$ cat config.mk
export PLATFORM = sky130hd
export DESIGN_NAME = dmem_axi_master
export DESIGN_NICKNAME = d
export VERILOG_FILES = /design/src/rtl/dmem_axi_master.sv
export SDC_FILE = /design/constraint.sdc
export NUM_CORES = 1
export LEC_CHECK = 0
export ABC_CLOCK_PERIOD_IN_PS = 4950
export CAP_MARGIN = 20
export CELL_PAD_IN_SITES_DETAIL_PLACEMENT = 1
export CELL_PAD_IN_SITES_GLOBAL_PLACEMENT = 2
export CORE_ASPECT_RATIO = 2
export CORE_MARGIN = 4
export CORE_UTILIZATION = 28
export DETAILED_ROUTE_END_ITERATION = 8
export PLACE_DENSITY = 0.87
export SYNTH_ARGS = -nofsm -noshare
export SYNTH_HDL_FRONTEND = slang
export SYNTH_SLANG_ARGS = --single-unit
$ cat constraint.sdc
create_clock -name clk -period 4.95 [get_ports clk]
set_input_delay 0.7425 -clock clk [delete_from_list [all_inputs] [get_ports clk]]
set_output_delay 0.7425 -clock clk [all_outputs]
set_load 0.02 [all_outputs]
$ cat src/rtl/dmem_axi_master.sv
// -----------------------------------------------------------------------------
// dmem_axi_master
//   AXI4-Lite master for the CPU memory stage. Accepts one load/store request
//   at a time and turns it into a single AXI4-Lite read or write transaction.
//   Stores are lane-replicated with a matching WSTRB; loads have the addressed
//   byte/half extracted from RDATA and sign- or zero-extended.
//
// Build option:
//   DMEM_MASTER_MISALIGN_CHECK_EN  - when defined, misaligned half/word
//       requests issue no AXI traffic and complete with rsp_err in the cycle
//       after acceptance. When undefined, they are force-aligned and issued.
//
// Ports:
//   clk, rst_n                 clock, asynchronous active-low reset
//   req_valid/req_ready        CPU request handshake (ready only when idle)
//   req_write                  1 = store, 0 = load
//   req_addr, req_wdata        byte address, right-aligned store data
//   req_size                   00 byte, 01 half, 10/11 word
//   req_unsigned               load zero-extends when 1
//   rsp_valid                  one-cycle completion pulse
//   rsp_rdata, rsp_err         extended load data / error flag
//   busy                       a transaction is in progress
//   M_AXI_*                    AXI4-Lite master, 32-bit address and data
// -----------------------------------------------------------------------------
module dmem_axi_master #(
    parameter logic [2:0] AXI_PROT = 3'b000
) (
    input  logic        clk,
    input  logic        rst_n,
    input  logic        req_valid,
    output logic        req_ready,
    input  logic        req_write,
    input  logic [31:0] req_addr,
    input  logic [31:0] req_wdata,
    input  logic [1:0]  req_size,
    input  logic        req_unsigned,
    output logic        rsp_valid,
    output logic [31:0] rsp_rdata,
    output logic        rsp_err,
    output logic        busy,
    output logic [31:0] M_AXI_AWADDR,
    output logic [2:0]  M_AXI_AWPROT,
    output logic        M_AXI_AWVALID,
    input  logic        M_AXI_AWREADY,
    output logic [31:0] M_AXI_WDATA,
    output logic [3:0]  M_AXI_WSTRB,
    output logic        M_AXI_WVALID,
    input  logic        M_AXI_WREADY,
    input  logic [1:0]  M_AXI_BRESP,
    input  logic        M_AXI_BVALID,
    output logic        M_AXI_BREADY,
    output logic [31:0] M_AXI_ARADDR,
    output logic [2:0]  M_AXI_ARPROT,
    output logic        M_AXI_ARVALID,
    input  logic        M_AXI_ARREADY,
    input  logic [31:0] M_AXI_RDATA,
    input  logic [1:0]  M_AXI_RRESP,
    input  logic        M_AXI_RVALID,
    output logic        M_AXI_RREADY
);

    typedef enum logic [2:0] {
        ST_IDLE    = 3'd0,
        ST_WR_REQ  = 3'd1,
        ST_WR_RESP = 3'd2,
        ST_RD_REQ  = 3'd3,
        ST_RD_DATA = 3'd4
    } state_t;

    state_t      r_state;
    state_t      w_state_nxt;

    logic        r_req_ready;
    logic        r_awvalid;
    logic        r_wvalid;
    logic        r_arvalid;
    logic [31:0] r_awaddr;
    logic [31:0] r_araddr;
    logic [31:0] r_wdata;
    logic [3:0]  r_wstrb;
    logic [1:0]  r_lane;
    logic [1:0]  r_size;
    logic        r_unsigned;
    logic        r_rsp_valid;
    logic        r_rsp_err;
    logic [31:0] r_rsp_rdata;

    logic        w_accept;
    logic        w_bad;
    logic        w_accept_ok;
    logic        w_accept_bad;
    logic [31:0] w_aligned_addr;
    logic [31:0] w_wdata;
    logic [3:0]  w_wstrb;
    logic        w_aw_hs;
    logic        w_w_hs;
    logic        w_b_hs;
    logic        w_ar_hs;
    logic        w_r_hs;
    logic        w_aw_done;
    logic        w_w_done;

    // Pick the addressed lane out of RDATA and extend it to 32 bits.
    function automatic logic [31:0] load_extract(
        input logic [31:0] rdata,
        input logic [1:0]  lane,
        input logic [1:0]  size,
        input logic        uns
    );
        logic [7:0]  byte_v;
        logic [15:0] half_v;
        byte_v = rdata[{lane, 3'b000} +: 8];
        half_v = lane[1] ? rdata[31:16] : rdata[15:0];
        case (size)
            2'b00:   load_extract = {{24{~uns & byte_v[7]}}, byte_v};
            2'b01:   load_extract = {{16{~uns & half_v[15]}}, half_v};
            default: load_extract = rdata;
        endcase
    endfunction

    // A request is only taken while idle; r_req_ready is 0 in the cycle after
    // reset release so that every output reads 0 during reset.
    assign w_accept = req_valid & r_req_ready;

`ifdef DMEM_MASTER_MISALIGN_CHECK_EN
    logic w_misalign;
    assign w_misalign = ((req_size == 2'b01) & req_addr[0]) |
                        (req_size[1] & (req_addr[1:0] != 2'b00));
    assign w_bad      = w_misalign;
`else
    assign w_bad      = 1'b0;
`endif

    assign w_accept_ok  = w_accept & ~w_bad;
    assign w_accept_bad = w_accept & w_bad;

    // Request decode: size-aligned address, replicated store data and strobes.
    // Replicating the data places the byte/half in every lane, which is the
    // same as shifting it up by 8*addr[1:0] for the lanes WSTRB enables.
    always_comb begin
        w_aligned_addr = req_addr;
        w_wdata        = req_wdata;
        w_wstrb        = 4'b1111;
        case (req_size)
            2'b00: begin
                w_aligned_addr = req_addr;
                w_wdata        = {4{req_wdata[7:0]}};
                w_wstrb        = 4'b0001 << req_addr[1:0];
            end
            2'b01: begin
                w_aligned_addr = {req_addr[31:1], 1'b0};
                w_wdata        = {2{req_wdata[15:0]}};
                w_wstrb        = 4'b0011 << {req_addr[1], 1'b0};
            end
            default: begin
                w_aligned_addr = {req_addr[31:2], 2'b00};
                w_wdata        = req_wdata;
                w_wstrb        = 4'b1111;
            end
        endcase
    end

    assign w_aw_hs   = r_awvalid & M_AXI_AWREADY;
    assign w_w_hs    = r_wvalid & M_AXI_WREADY;
    assign w_b_hs    = (r_state == ST_WR_RESP) & M_AXI_BVALID;
    assign w_ar_hs   = r_arvalid & M_AXI_ARREADY;
    assign w_r_hs    = (r_state == ST_RD_DATA) & M_AXI_RVALID;
    // A channel is finished once its VALID has dropped or is handshaking now.
    assign w_aw_done = ~r_awvalid | M_AXI_AWREADY;
    assign w_w_done  = ~r_wvalid | M_AXI_WREADY;

    // State register.
    always_ff @(posedge clk or negedge rst_n) begin
        if (!rst_n) begin
            r_state <= ST_IDLE;
        end else begin
            r_state <= w_state_nxt;
        end
    end

    // Next-state logic.
    always_comb begin
        w_state_nxt = r_state;
        case (r_state)
            ST_IDLE: begin
                if (w_accept_ok) begin
                    if (req_write) begin
                        w_state_nxt = ST_WR_REQ;
                    end else begin
                        w_state_nxt = ST_RD_REQ;
                    end
                end else begin
                    w_state_nxt = ST_IDLE;
                end
            end
            ST_WR_REQ: begin
                if (w_aw_done && w_w_done) begin
                    w_state_nxt = ST_WR_RESP;
                end else begin
                    w_state_nxt = ST_WR_REQ;
                end
            end
            ST_WR_RESP: begin
                if (w_b_hs) begin
                    w_state_nxt = ST_IDLE;
                end else begin
                    w_state_nxt = ST_WR_RESP;
                end
            end
            ST_RD_REQ: begin
                if (w_ar_hs) begin
                    w_state_nxt = ST_RD_DATA;
                end else begin
                    w_state_nxt = ST_RD_REQ;
                end
            end
            ST_RD_DATA: begin
                if (w_r_hs) begin
                    w_state_nxt = ST_IDLE;
                end else begin
                    w_state_nxt = ST_RD_DATA;
                end
            end
            default: begin
                w_state_nxt = ST_IDLE;
            end
        endcase
    end

    // req_ready follows the next state so it is already high in the
    // rsp_valid cycle, allowing back-to-back requests.
    always_ff @(posedge clk or negedge rst_n) begin
        if (!rst_n) begin
            r_req_ready <= 1'b0;
        end else begin
            r_req_ready <= (w_state_nxt == ST_IDLE);
        end
    end

    // Write address/data channels: load on store accept, drop each VALID on
    // its own handshake while keeping the payload stable.
    always_ff @(posedge clk or negedge rst_n) begin
        if (!rst_n) begin
            r_awvalid <= 1'b0;
            r_wvalid  <= 1'b0;
            r_awaddr  <= 32'h0000_0000;
            r_wdata   <= 32'h0000_0000;
            r_wstrb   <= 4'b0000;
        end else if (w_accept_ok && req_write) begin
            r_awvalid <= 1'b1;
            r_wvalid  <= 1'b1;
            r_awaddr  <= w_aligned_addr;
            r_wdata   <= w_wdata;
            r_wstrb   <= w_wstrb;
        end else begin
            if (w_aw_hs) begin
                r_awvalid <= 1'b0;
            end
            if (w_w_hs) begin
                r_wvalid <= 1'b0;
            end
        end
    end

    // Read address channel plus the lane/size/sign context for the response.
    always_ff @(posedge clk or negedge rst_n) begin
        if (!rst_n) begin
            r_arvalid  <= 1'b0;
            r_araddr   <= 32'h0000_0000;
            r_lane     <= 2'b00;
            r_size     <= 2'b00;
            r_unsigned <= 1'b0;
        end else if (w_accept_ok && !req_write) begin
            r_arvalid  <= 1'b1;
            r_araddr   <= w_aligned_addr;
            r_lane     <= req_addr[1:0];
            r_size     <= req_size;
            r_unsigned <= req_unsigned;
        end else if (w_ar_hs) begin
            r_arvalid  <= 1'b0;
        end
    end

    // Completion pulse; data is zero for stores, errors and non-response cycles.
    always_ff @(posedge clk or negedge rst_n) begin
        if (!rst_n) begin
            r_rsp_valid <= 1'b0;
            r_rsp_err   <= 1'b0;
            r_rsp_rdata <= 32'h0000_0000;
        end else begin
            r_rsp_valid <= w_b_hs | w_r_hs | w_accept_bad;
            r_rsp_err   <= (w_b_hs & (M_AXI_BRESP != 2'b00)) |
                           (w_r_hs & (M_AXI_RRESP != 2'b00)) |
                           w_accept_bad;
            if (w_r_hs && (M_AXI_RRESP == 2'b00)) begin
                r_rsp_rdata <= load_extract(M_AXI_RDATA, r_lane, r_size, r_unsigned);
            end else begin
                r_rsp_rdata <= 32'h0000_0000;
            end
        end
    end

    assign req_ready     = r_req_ready;
    assign busy          = (r_state != ST_IDLE);
    assign rsp_valid     = r_rsp_valid;
    assign rsp_err       = r_rsp_err;
    assign rsp_rdata     = r_rsp_rdata;
    assign M_AXI_AWADDR  = r_awaddr;
    assign M_AXI_AWPROT  = AXI_PROT;
    assign M_AXI_AWVALID = r_awvalid;
    assign M_AXI_WDATA   = r_wdata;
    assign M_AXI_WSTRB   = r_wstrb;
    assign M_AXI_WVALID  = r_wvalid;
    assign M_AXI_BREADY  = (r_state == ST_WR_RESP);
    assign M_AXI_ARADDR  = r_araddr;
    assign M_AXI_ARPROT  = AXI_PROT;
    assign M_AXI_ARVALID = r_arvalid;
    assign M_AXI_RREADY  = (r_state == ST_RD_DATA);

endmodule

==> out/summary.md, run 1 <==
The run finished with clean final reports. The number of buffers and inverters on the critical path is 2. Of the total power, the clock network draws 23.8%.

The deepest clock path buffer count was 2; the number of port buffers was 252. Sorting the synthesized cells by area gives the leading types as sky130_fd_sc_hd__dfrtp_1 60%, sky130_fd_sc_hd__mux2_2 14%, sky130_fd_sc_hd__mux2i_1 4.0%. The total of endpoints with negative setup slack in the final report was 0. The tool flagged a number of max-cap violations equal to 0.

Net switching is 35.8% of the power. Top-level I/O count: 259. The first global-routing pass estimated 32300 um of wire. Cell with the most instances after synthesis: sky130_fd_sc_hd__dfrtp_1. The overall power was 5850 uW. For the initial antenna violation count, the log shows 1. The clock reaches the later pin of the worst-skew pair after 0.43 ns. The core region is 21100 sq um.

The endpoint type of the worst setup path is an output pin. The non-filler instance count after layout is 1030. The tools report the number of sinks handled by clock tree synthesis as 146. The commonest cells after synthesis are 146 x sky130_fd_sc_hd__dfrtp_1, 75 x sky130_fd_sc_hd__mux2_2, 55 x sky130_fd_sc_hd__nand2_1. Headroom to the max-slew limit came out at 33.4%. Cell internal power was estimated by the tool at 3750 uW.

The number of failing hold endpoints at the final stage was 0; the number of storage elements in the synthesis netlist was 146. The floorplan has 75 rows. At the pin with the least slew margin, the transition time is 0.997 ns.

In this run the static leakage power is 0.00410 uW. At the end of routability-driven placement, the weighted congestion stood at 0.811. Summed over all instances, the cell type with the most area after synthesis is sky130_fd_sc_hd__dfrtp_1. In this run the power spent charging and discharging nets is 2100 uW. On the critical path the largest part of the delay comes from buffers and inverters. Ratio of cells with drive above 1 in the final layout: 16.6%. The setup path with the least slack is of type flop to output pin. The tools report the initial standard-cell utilization of the core as 28.7%.

Post-synthesis average cell area: 12.2 sq um. The tree is rooted in a sky130_fd_sc_hd__clkbuf_16. After clock tree synthesis, the setup repair step added 0 buffers.

The via count of the first global-routing pass was 5560; the count of unique library cells instantiated by Yosys was 39. The highest-delay cell along the critical path was sky130_fd_sc_hd__clkdlybuf4s50_1. The tools report the total of hold buffers inserted after clock tree synthesis as 0. The worst hold path belongs to the class input pin to asynchronous set/reset pin. The clock transition time at the flip-flop clock pins of the worst setup and hold paths came out at 0.06 ns. The logs give 860 for the count of nets after finishing and 0.0119 ns for the largest clock skew in the final design. Setup repair after global routing left no endpoint under its margin. Critical path startpoint category: a flop. The data arrival at the endpoint of the critical path came out at 1.88 ns. In the synthesized netlist the dominant register cell turns out to be sky130_fd_sc_hd__dfrtp_1. The number of clock buffers added by TritonCTS is 17. The run gives 104 as the pin count of the biggest net entering global routing. In this run, the number of DRC markers left after iteration 0 of detailed routing was 278. For this run, design rule violations remaining after detail routing come to 0. In the synthesized netlist, the number of instances is 498. The H-tree was split into 4 levels.

The die width was 112 um. The tools report the worst endpoint required time as 4.21 ns. The cell area after synthesis is 6050 sq um. The number of gates resized after CTS was 0. Walking the worst path, the cells encountered are nor2_1 > nand2_1 > inv_1 > clkdlybuf4s50_1. The die boundary height works out to 216 um. TritonCTS built the clock tree. For the global-route total usage across every layer, the log shows 17.5%. The number of enable-type register cells in the synthesized netlist was 0. Sequential cells were found to cover 60.4% of the synthesized design area. The maximum VDD drop was 0.322 mV; the proportion of synthesized flip-flops having asynchronous set or reset was 100%.

Wires add up to 20800 um. The area enclosed by the die boundary is 24200 sq um, and the number of instances in the placed design is 998. The setup TNS was 0 ns; the count of vias placed by the detailed router was 4904. Of the available clock period, the critical path in the final layout requires 53.1%. For this run, the detailed router's first-pass iteration total came to 5. The HPWL after detailed placement is 15700 um, and the signed area change from the synthesized netlist to the final layout is 56.4%.

For the antenna violation net count after detailed routing, the log shows 0. The average routed wire per standard cell was 20.2 um. Per report_power, the sequential group accounts for 33.6% of the total.

The power per cell area is 618 nW/um^2, and the count of warnings emitted by yosys is 0. Static timing analysis puts the maximum clock frequency at 0.381 GHz. The critical-path maximum fanout works out to 7. Using the TritonRoute via totals, the vias-per-cell ratio works out to 4.76.

Combinational logic is responsible for 42.6% of the overall power. The highest cell delay on the worst timing path was 0.62 ns. The worst path needs 2.63 ns of the cycle, external delays included.

The overflow left after global routing was 0. After synthesis, the largest area contributor takes up 60.4% of total cell area. For the number of max-slew violations in the final report, the log shows 0.
==> path summary, 6_finish.rpt <==
| path | from | end | slack [ns] | cells past startpoint |
|---|---|---|---|---|
| max in group asynchronous | rst_n | rsp_valid | 3.35 | 2 |
| min in group clk | M_AXI_WDATA[29] | M_AXI_WDATA[29] | 0.49 | 2 |
| hold reg to reg | M_AXI_WDATA[29] | M_AXI_WDATA[29] | 0.49 | 2 |
| setup / recovery | r_state[0] | M_AXI_RREADY | 2.32 | 4 |
| hold / removal | rst_n | rsp_rdata[14] | 0.43 | 1 |
| setup reg to reg | r_lane[1] | rsp_rdata[19] | 2.49 | 4 |
==> layout make-up <==
| type | count | area (sq um) |
|---|---|---|
| antenna | 2 | 5.00 |
| clock buffer | 20 | 447 |
| clock inverter | 10 | 184 |
| fill | 2274 | 11600 |
| inverter | 27 | 101 |
| multi-input combinational | 298 | 2170 |
| sequential | 146 | 3650 |
| tap | 269 | 337 |
| timing repair buffer | 258 | 2570 |
==> sequential cells by signal (all words and copies together) (netlist names), 2 cells and up <==
signal        count
r_lane            2
M_AXI_AWADDR     32
M_AXI_ARADDR     32
M_AXI_WDATA      32
r_state           3
r_size            2
rsp_rdata        32
M_AXI_WSTRB       4
==> per-layer routing <==
metal | global-route usage, % | wire [um]
met1 | 16.5 | 6790
met2 | 33.8 | 12000
met3 | 4.60 | 1240
met4 | 9.07 | 705
met5 | 0 | 0
==> cells by family (layout without fill, tap and decap cells) <==
group                  count (synthesis)  after routing  synth area share (%)
AO/OA/AOI/OAI                         97             97                  10.4
buffers and inverters                 59            315                  4.28
flip-flops                           146            146                  60.4
multiplexers                          99             99                  17.9
other                                  1              8                0.0620
AND/OR/NAND/NOR                       96             96                  6.97
==> power groups by stage <==
stage          logic [uW]  clock network, uW  registers [uW]
2_1_floorplan         723                  0            2430
3_3_place_gp         2450                  0            1950
3_5_place_dp         2510                  0            1980
4_1_cts              2530               1430            1980
5_1_grt              2640               1480            2030
6_report             2490               1390            1970
==> stage by stage <==
| step | utilization [%] | hold WS [ns] | area [sq um] | worst slack (ns) |
|---|---|---|---|---|
| after detailed placement | 41.8 | 0.474 | 8830 | 1.96 |
| after CTS | 44.8 | 0.460 | 9460 | 2.30 |
| final | 44.8 | 0.429 | 9470 | 2.32 |
| after floorplan | - | 0.447 | 6070 | 3.10 |
| after global placement | 41.8 | 0.462 | 8830 | 1.99 |
| after global routing | 44.8 | 0.479 | 9460 | 2.23 |
==> layout by cell type, fill, tap and decap left out, types with 6 or more instances in the layout <==
master	count
sky130_fd_sc_hd__mux2_2	75
sky130_fd_sc_hd__clkbuf_16	17
sky130_fd_sc_hd__mux2i_1	24
sky130_fd_sc_hd__o21ai_0	41
sky130_fd_sc_hd__dfrtp_1	146
sky130_fd_sc_hd__conb_1	6
sky130_fd_sc_hd__nor2_1	22
sky130_fd_sc_hd__clkdlybuf4s50_1	251
sky130_fd_sc_hd__inv_1	27
sky130_fd_sc_hd__a222oi_1	7
sky130_fd_sc_hd__a21oi_2	10
sky130_fd_sc_hd__nand2_1	55
sky130_fd_sc_hd__a221oi_1	7
sky130_fd_sc_hd__buf_4	6
sky130_fd_sc_hd__a21oi_1	17
No activity file was read; power rests on OpenSTA's default activity.
==> run 2: changes to the inputs <==
ABC_CLOCK_PERIOD_IN_PS = 2700   (was 4950)
CORE_UTILIZATION = 26   (was 28)
PLACE_DENSITY = 0.82   (was 0.87)
clock period = 2.7 ns   (was 4.95 ns; I/O delays follow)
==> out/summary.md, run 2 (synthesized netlist as in run 1, its figures left out) <==
TritonCTS built the clock tree. The ratio of cells with drive above 1 in the final layout was 17.5% (+0.91 points); the number of failing hold endpoints at the final stage was 0 (unchanged). The ratio of final minimum period to clock period is 82.8%, and the overall power is 10800 uW (+85%). The run gives 53.2% (+20 points) as the headroom to the max-slew limit.

The run gives 4893 (-0.22%) as the count of vias placed by the detailed router. The library cell used most frequently in the layout, excluding fill and tap cells, is sky130_fd_sc_hd__clkdlybuf4s50_1. The clock transition time at the flip-flop clock pins of the worst setup and hold paths came out at 0.06 ns (about the same). The logs give 2.30 ns (-1.91 ns) for the worst endpoint required time and 1051 (+2.0%) for the non-filler instance count after layout. The pin count of the biggest net entering global routing came out at 58 (-44%). The run finished with clean final reports. The multi-input logic area was 2170 sq um (unchanged); the die width was 116 um (+3.5%). For the global-route total usage across every layer, the log shows 17.0% (-0.47 points). The top-level I/O count is 259 (unchanged), and the via-per-instance ratio is 4.66 (-2.2%). The antenna violation net count after detailed routing was 0 (unchanged); the number of detailed-route iterations in the first pass was 4 (-1). The count of routing violations after the opening detailed-route iteration is 252 (-9.4%).

The average routed wire per standard cell works out to 20.3 um (+0.52%). The standard-cell row count came out at 78 (+4.0%). Core area: 22800 sq um (+8.2%). The number of port buffers was 252 (unchanged).

Wire length reported by the detailed router: 21300 um (+2.6%). The final worst setup slack is 0.464 ns (-1.86 ns), and the minimum period implied by the final worst setup slack is 2.24 ns. The number of max-slew violations in the final report was 0 (unchanged). For the maximum VDD drop, the log shows 0.659 mV (+100%). Critical-path maximum fanout: 7 (unchanged).

The tools report the largest clock skew in the final design as 0.0106 ns (-0.00124 ns). Number of instances in the placed design: 1017 (+1.9%). The clock buffer count from CTS is 17 (unchanged), and the final weighted congestion in routability-driven placement is 0.782 (-3.6%). The overflow left after global routing came out at 0 (unchanged). The total of endpoints with negative setup slack in the final report was 0 (unchanged); the HPWL after detailed placement was 16300 um (+3.9%).

The area enclosed by the die boundary was 25900 sq um (+7.3%). Measured slew at the worst slew-check pin: 0.698 ns (-0.299 ns). The run gives 0 ns (unchanged) as the setup TNS. The run gives 32600 um (+0.96%) as the global-route wire length before repair. Compared with the post-synthesis result, the final layout area differs by 59.1%. STA classifies the critical path startpoint as a flop. In the layout the commonest cells are 251 x sky130_fd_sc_hd__clkdlybuf4s50_1, 146 x sky130_fd_sc_hd__dfrtp_1, 75 x sky130_fd_sc_hd__mux2_2.

The initial antenna violation count was 1 (unchanged). The count of inserted antenna diode cells is 0 (-2), and the clock latency reported for the late side of the worst-skew pair is 0.44 ns (about the same). The tools report the total of cells resized after clock tree synthesis as 0 (unchanged). Class of the worst hold path: flop to flop. The die boundary height works out to 224 um (+3.6%). The tools report the endpoint type of the worst setup path as an output pin. For the total DRC errors in the routed layout, the log shows 0 (unchanged). The power per cell area came out at 1120 nW/um^2 (+81%).

Number of fill cells in the layout: 2425 (+6.6%). The maximum clock frequency is 0.447 GHz, and the number of sinks handled by clock tree synthesis is 146 (unchanged). Register cell area after layout: 3650 sq um (unchanged). Hold slack: 0.476 ns (+0.0467 ns). The deepest clock path buffer count is 2 (unchanged), and the data arrival at the endpoint of the critical path is 1.83 ns (-0.05 ns). The initial standard-cell utilization of the core was 26.5% (-2.2 points). Count of nets after finishing: 870 (+1.2%).

The run gives 0.00418 uW (+1.9%) as the cell leakage power. The tree is rooted in a sky130_fd_sc_hd__clkbuf_16. For the number of levels in the clock H-tree, the log shows 4 (unchanged). The tools report the max-capacitance violation count as 0 (unchanged). Setup repair after global routing left no endpoint under its margin. The pre-CTS setup slack was 0.587 ns (-1.37 ns).

The critical path is of the flop to output pin type. The via count of the first global-routing pass is 5549 (-0.20%).
-- run 2: cell count changes in the layout (fill, tap and decap cells not counted), sizes merged --
cell / before / now
clkinv: 3 / 1
clkbuf: 20 / 24
buf: 7 / 16
diode: 2 / 0
dlygate4sd3: 0 / 1
-- run 2: final timing paths --
| check | slack (ns) | endpoint | cells after the start | start |
|---|---|---|---|---|
| worst max-delay path | 0.46 | M_AXI_RREADY | 4 | r_state[0] |
| worst min-delay path | 0.48 | M_AXI_WDATA[9] | 2 | M_AXI_WDATA[9] |
| worst max register to register | 0.62 | rsp_rdata[17] | 5 | r_size[0] |
| worst min register to register | 0.48 | M_AXI_WDATA[9] | 2 | M_AXI_WDATA[9] |
| max in group asynchronous | 1.48 | M_AXI_AWADDR[8] | 3 | rst_n |
| min in group asynchronous | 0.51 | rsp_rdata[17] | 2 | rst_n |
-- run 2: layer usage --
layer / wire [um] / global-route usage [%] / share of wire (%) / up-vias
li1: - / - / - / 2235
met1: 6730 / 15.8 / 32 / 2419
met2: 12000 / 31.6 / 56 / 201
met3: 1850 / 6.95 / 8.7 / 36
met4: 743 / 7.46 / 3.5 / 2
met5: 13 / 0 / 0.061 / -
-- run 2: layout make-up --
| cell class | count | area share (%) |
|---|---|---|
| clock buffers | 24 | 5.01 |
| clock inverters | 8 | 1.81 |
| inverters | 27 | 1.05 |
| multi-input cells | 298 | 22.5 |
| flip-flops and latches | 146 | 38.0 |
| well taps | 280 | 3.64 |
| repair buffers | 268 | 28.0 |
-- run 2: through the flow --
stage / instance area, sq um / utilization (%)
after detailed placement: 8950 / 39.2
final: 9620 / 42.1
after global placement: 8950 / 39.2
after floorplan: 6070 / -
after CTS: 9620 / 42.1
after global routing: 9620 / 42.1
-- run 2: timing repair --
item | 4_1_cts | 5_1_grt
hold buffers | 1 | 0
endpoints found under the hold margin | 52 | 0
endpoints found under the setup margin | 0 | 0
setup buffers | 0 | 0
-- run 2: worst max-delay path, stage by stage, from the launching register on --
cell	delay, ns
sky130_fd_sc_hd__dfrtp_1	0.44
sky130_fd_sc_hd__nor2_1	0.14
sky130_fd_sc_hd__nand2_1	0.08
sky130_fd_sc_hd__inv_1	0.11
sky130_fd_sc_hd__clkdlybuf4s50_1	0.62
-- run 2: where the power goes --
part | switching [uW] | leakage [uW] | internal, uW
Sequential | 524 | 0.00183 | 3020
Clock | 918 | 0.000311 | 1710
Combinational | 2370 | 0.00204 | 2250
==> run 3: changes to the inputs <==
ABC_CLOCK_PERIOD_IN_PS = 2000   (was 2700)
CORE_UTILIZATION = 23   (was 26)
PLACE_DENSITY = 0.77   (was 0.82)
clock period = 2 ns   (was 2.7 ns; I/O delays follow)
==> out/summary.md, run 3 (synthesized netlist as in run 1, its figures left out) <==
The critical-path maximum fanout was 4 (-3); the register-to-register path setup slack was 0.30 ns (-0.32 ns). The global-route wire length before repair came out at 32500 um (-0.34%). The top-level I/O count was 259 (unchanged). Start of the worst register-to-register path: r_size[1]. The worst register-to-register path ends at rsp_rdata[14]. The total DRC errors in the routed layout is 0 (unchanged). Setup repair after global routing left no endpoint under its margin.

The run gives 237 (-6.0%) as the count of routing violations after the opening detailed-route iteration. The run gives 38.1% (-4.0 points) as the final standard cell utilization of the core. The logs give 0 ns (unchanged) for the setup TNS and 16600 um (+2.0%) for the HPWL after detailed placement. The global-route total usage across every layer is 15.1% (-1.9 points), and the power per cell area is 1510 nW/um^2 (+34%). The min-delay analysis places its worst path in the category input pin to asynchronous set/reset pin. For the wire length reported by the detailed router, the log shows 21300 um (+0.23%). The antenna violation net count after detailed routing was 0 (unchanged). For the core area, the log shows 25900 sq um (+13%). The final critical path takes up 93.5% of the cycle. Die boundary height: 237 um (+6.1%). The tools report the endpoint type of the worst setup path as an output pin.

The flow ran to the end, and the final reports show no timing, DRC or antenna violations. The count of nets after finishing was 875 (+0.57%); the deepest clock path buffer count was 2 (unchanged). The number of max-slew violations in the final report is 0 (unchanged), and the number of levels in the clock H-tree is 4 (unchanged).

For the clock buffer count from CTS, the log shows 17 (unchanged). The cell class contributing the biggest share of worst-path delay was buffers and inverters. The run gives 146 (unchanged) as the number of sinks handled by clock tree synthesis. The tools report the maximum clock frequency as 0.535 GHz. The instance count on the critical path is 1 (-3), and the number of port buffers is 252 (unchanged).

The logs give 0 (unchanged) for the max-capacitance violation count and 0.00668 ns (-0.00394 ns) for the largest clock skew in the final design. Total of endpoints with negative setup slack in the final report: 0 (unchanged). The measured slew at the worst slew-check pin is 0.517 ns (-0.180 ns). The setup path with the least slack is of type flop to output pin.

The highest cell delay on the worst timing path was 0.70 ns (+0.08 ns). The number of buffers and inverters on the critical path was 1 (-1). The cell leakage power was 0.00427 uW (+2.3%); the headroom to the max-slew limit was 65.3% (+12 points).

The clock transition time at the flip-flop clock pins of the worst setup and hold paths was 0.06 ns (about the same); the die width was 123 um (+5.9%). The area enclosed by the die boundary was 29100 sq um (+12%); the overflow left after global routing was 0 (unchanged). For the final weighted congestion in routability-driven placement, the log shows 0.790 (+1.0%).

The ratio of cells with drive above 1 in the final layout was 18.4% (+0.92 points); the hold slack was 0.349 ns (-0.127 ns). The library cell used most frequently in the layout, excluding fill and tap cells, is sky130_fd_sc_hd__clkdlybuf4s50_1. The run gives 0 (unchanged) as the post-CTS setup buffer count.

The tools report the root cell of the clock tree as sky130_fd_sc_hd__clkbuf_16. The average routed wire per standard cell is 19.1 um (-5.8%). The standard-cell row count came out at 83 (+6.4%). TritonCTS built the clock tree. The number of cell instances on the worst register-to-register path was 5 (unchanged); the minimum period implied by the final worst setup slack was 1.87 ns. Highest-delay cell along the critical path: sky130_fd_sc_hd__clkdlybuf4s50_1.

For the number of failing hold endpoints at the final stage, the log shows 0 (unchanged). Walking the worst path, the cells encountered are clkdlybuf4s50_1. Pin count of the biggest net entering global routing: 53 (-8.6%). The run gives 1.57 ns (-0.26 ns) as the data arrival at the endpoint of the critical path. The maximum VDD drop came out at 0.756 mV (+15%). The count of vias placed by the detailed router is 4856 (-0.76%). The run gives 0.44 ns (about the same) as the clock latency reported for the late side of the worst-skew pair. The tools report the initial standard-cell utilization of the core as 23.4% (-3.1 points). STA classifies the critical path startpoint as a flop. The via-per-instance ratio was 4.34 (-6.7%). The library cells used most frequently in the layout, excluding fill and tap cells, are 248 x sky130_fd_sc_hd__clkdlybuf4s50_1, 146 x sky130_fd_sc_hd__dfrtp_1, 75 x sky130_fd_sc_hd__mux2_2. The via count of the first global-routing pass is 5290 (-4.7%), and the number of detailed-route iterations in the first pass is 7 (+3).

Relative to the synthesized area, the layout overhead comes to 62.8%. The initial antenna violation count is 2 (+1), and the worst endpoint required time is 1.70 ns (-0.60 ns).
[run 3: changes by cell type in the layout (fill, tap and decap cells not counted)]
cell	delta
sky130_fd_sc_hd__buf_2	-1
sky130_fd_sc_hd__nor3b_2	+1
sky130_fd_sc_hd__clkbuf_1	-2
sky130_fd_sc_hd__clkinv_2	+2
sky130_fd_sc_hd__clkbuf_8	+1
sky130_fd_sc_hd__diode_2	+2
sky130_fd_sc_hd__dlygate4sd2_1	+3
sky130_fd_sc_hd__nor3b_1	-1
sky130_fd_sc_hd__bufinv_16	+1
sky130_fd_sc_hd__clkdlybuf4s50_1	-3
sky130_fd_sc_hd__buf_12	+6
sky130_fd_sc_hd__clkinvlp_4	-2
[run 3: layout make-up]
| cell class | count | area [sq um] |
|---|---|---|
| inverter | 27 | 101 |
| clock inverter | 9 | 199 |
| clock buffer | 23 | 488 |
| timing repair buffer | 273 | 2810 |
| tap | 340 | 425 |
| antenna | 2 | 5.00 |
| multi-input combinational | 298 | 2170 |
| sequential | 146 | 3650 |
| fill | 2812 | 16000 |
[run 3: worst max-delay path by stage]
stage               startpoint             to  slack (ns)
6_report             req_ready      req_ready        0.13
5_1_grt             r_state[0]   M_AXI_RREADY        0.01
4_1_cts              req_ready      req_ready        0.06
3_5_place_dp   M_AXI_RDATA[23]  rsp_rdata[14]        0.13
3_3_place_gp   M_AXI_RDATA[23]  rsp_rdata[11]        0.15
2_1_floorplan       r_state[0]  rsp_rdata[30]        0.35
[run 3: layer usage]
metal  global-route usage, %  wire length [um]  vias to the layer above
li1                        -                 -                     2246
met1                    13.9              6890                     2421
met2                    29.3             12600                      155
met3                    3.86              1090                       34
met4                    7.68               762                        0
met5                       0                 0                        -
[run 3: through the flow]
step	power (uW)	instances	setup WS, ns	instance area (sq um)
after floorplan	7790	503	0.350	6070
after global placement	11200	1083	0.149	9150
after detailed placement	11300	1083	0.130	9150
after CTS	15100	1116	0.0646	9840
after global routing	15700	1118	0.0124	9850
final	14800	1118	0.129	9850
[run 3: power breakdown]
group	leakage [uW]	total (uW)	internal [uW]	switching, uW
combinational	0.00210	6410	3110	3300
sequential	0.00183	4710	4080	631
clock	0.000337	3730	2470	1260
[run 3: repair_timing]
item                       CTS  global route
setup endpoints to repair    3             2
hold endpoints to repair    36             0
gates cloned                 0             0
pin swaps                    0             0
hold buffers                 1             0
gates resized for setup      3             1
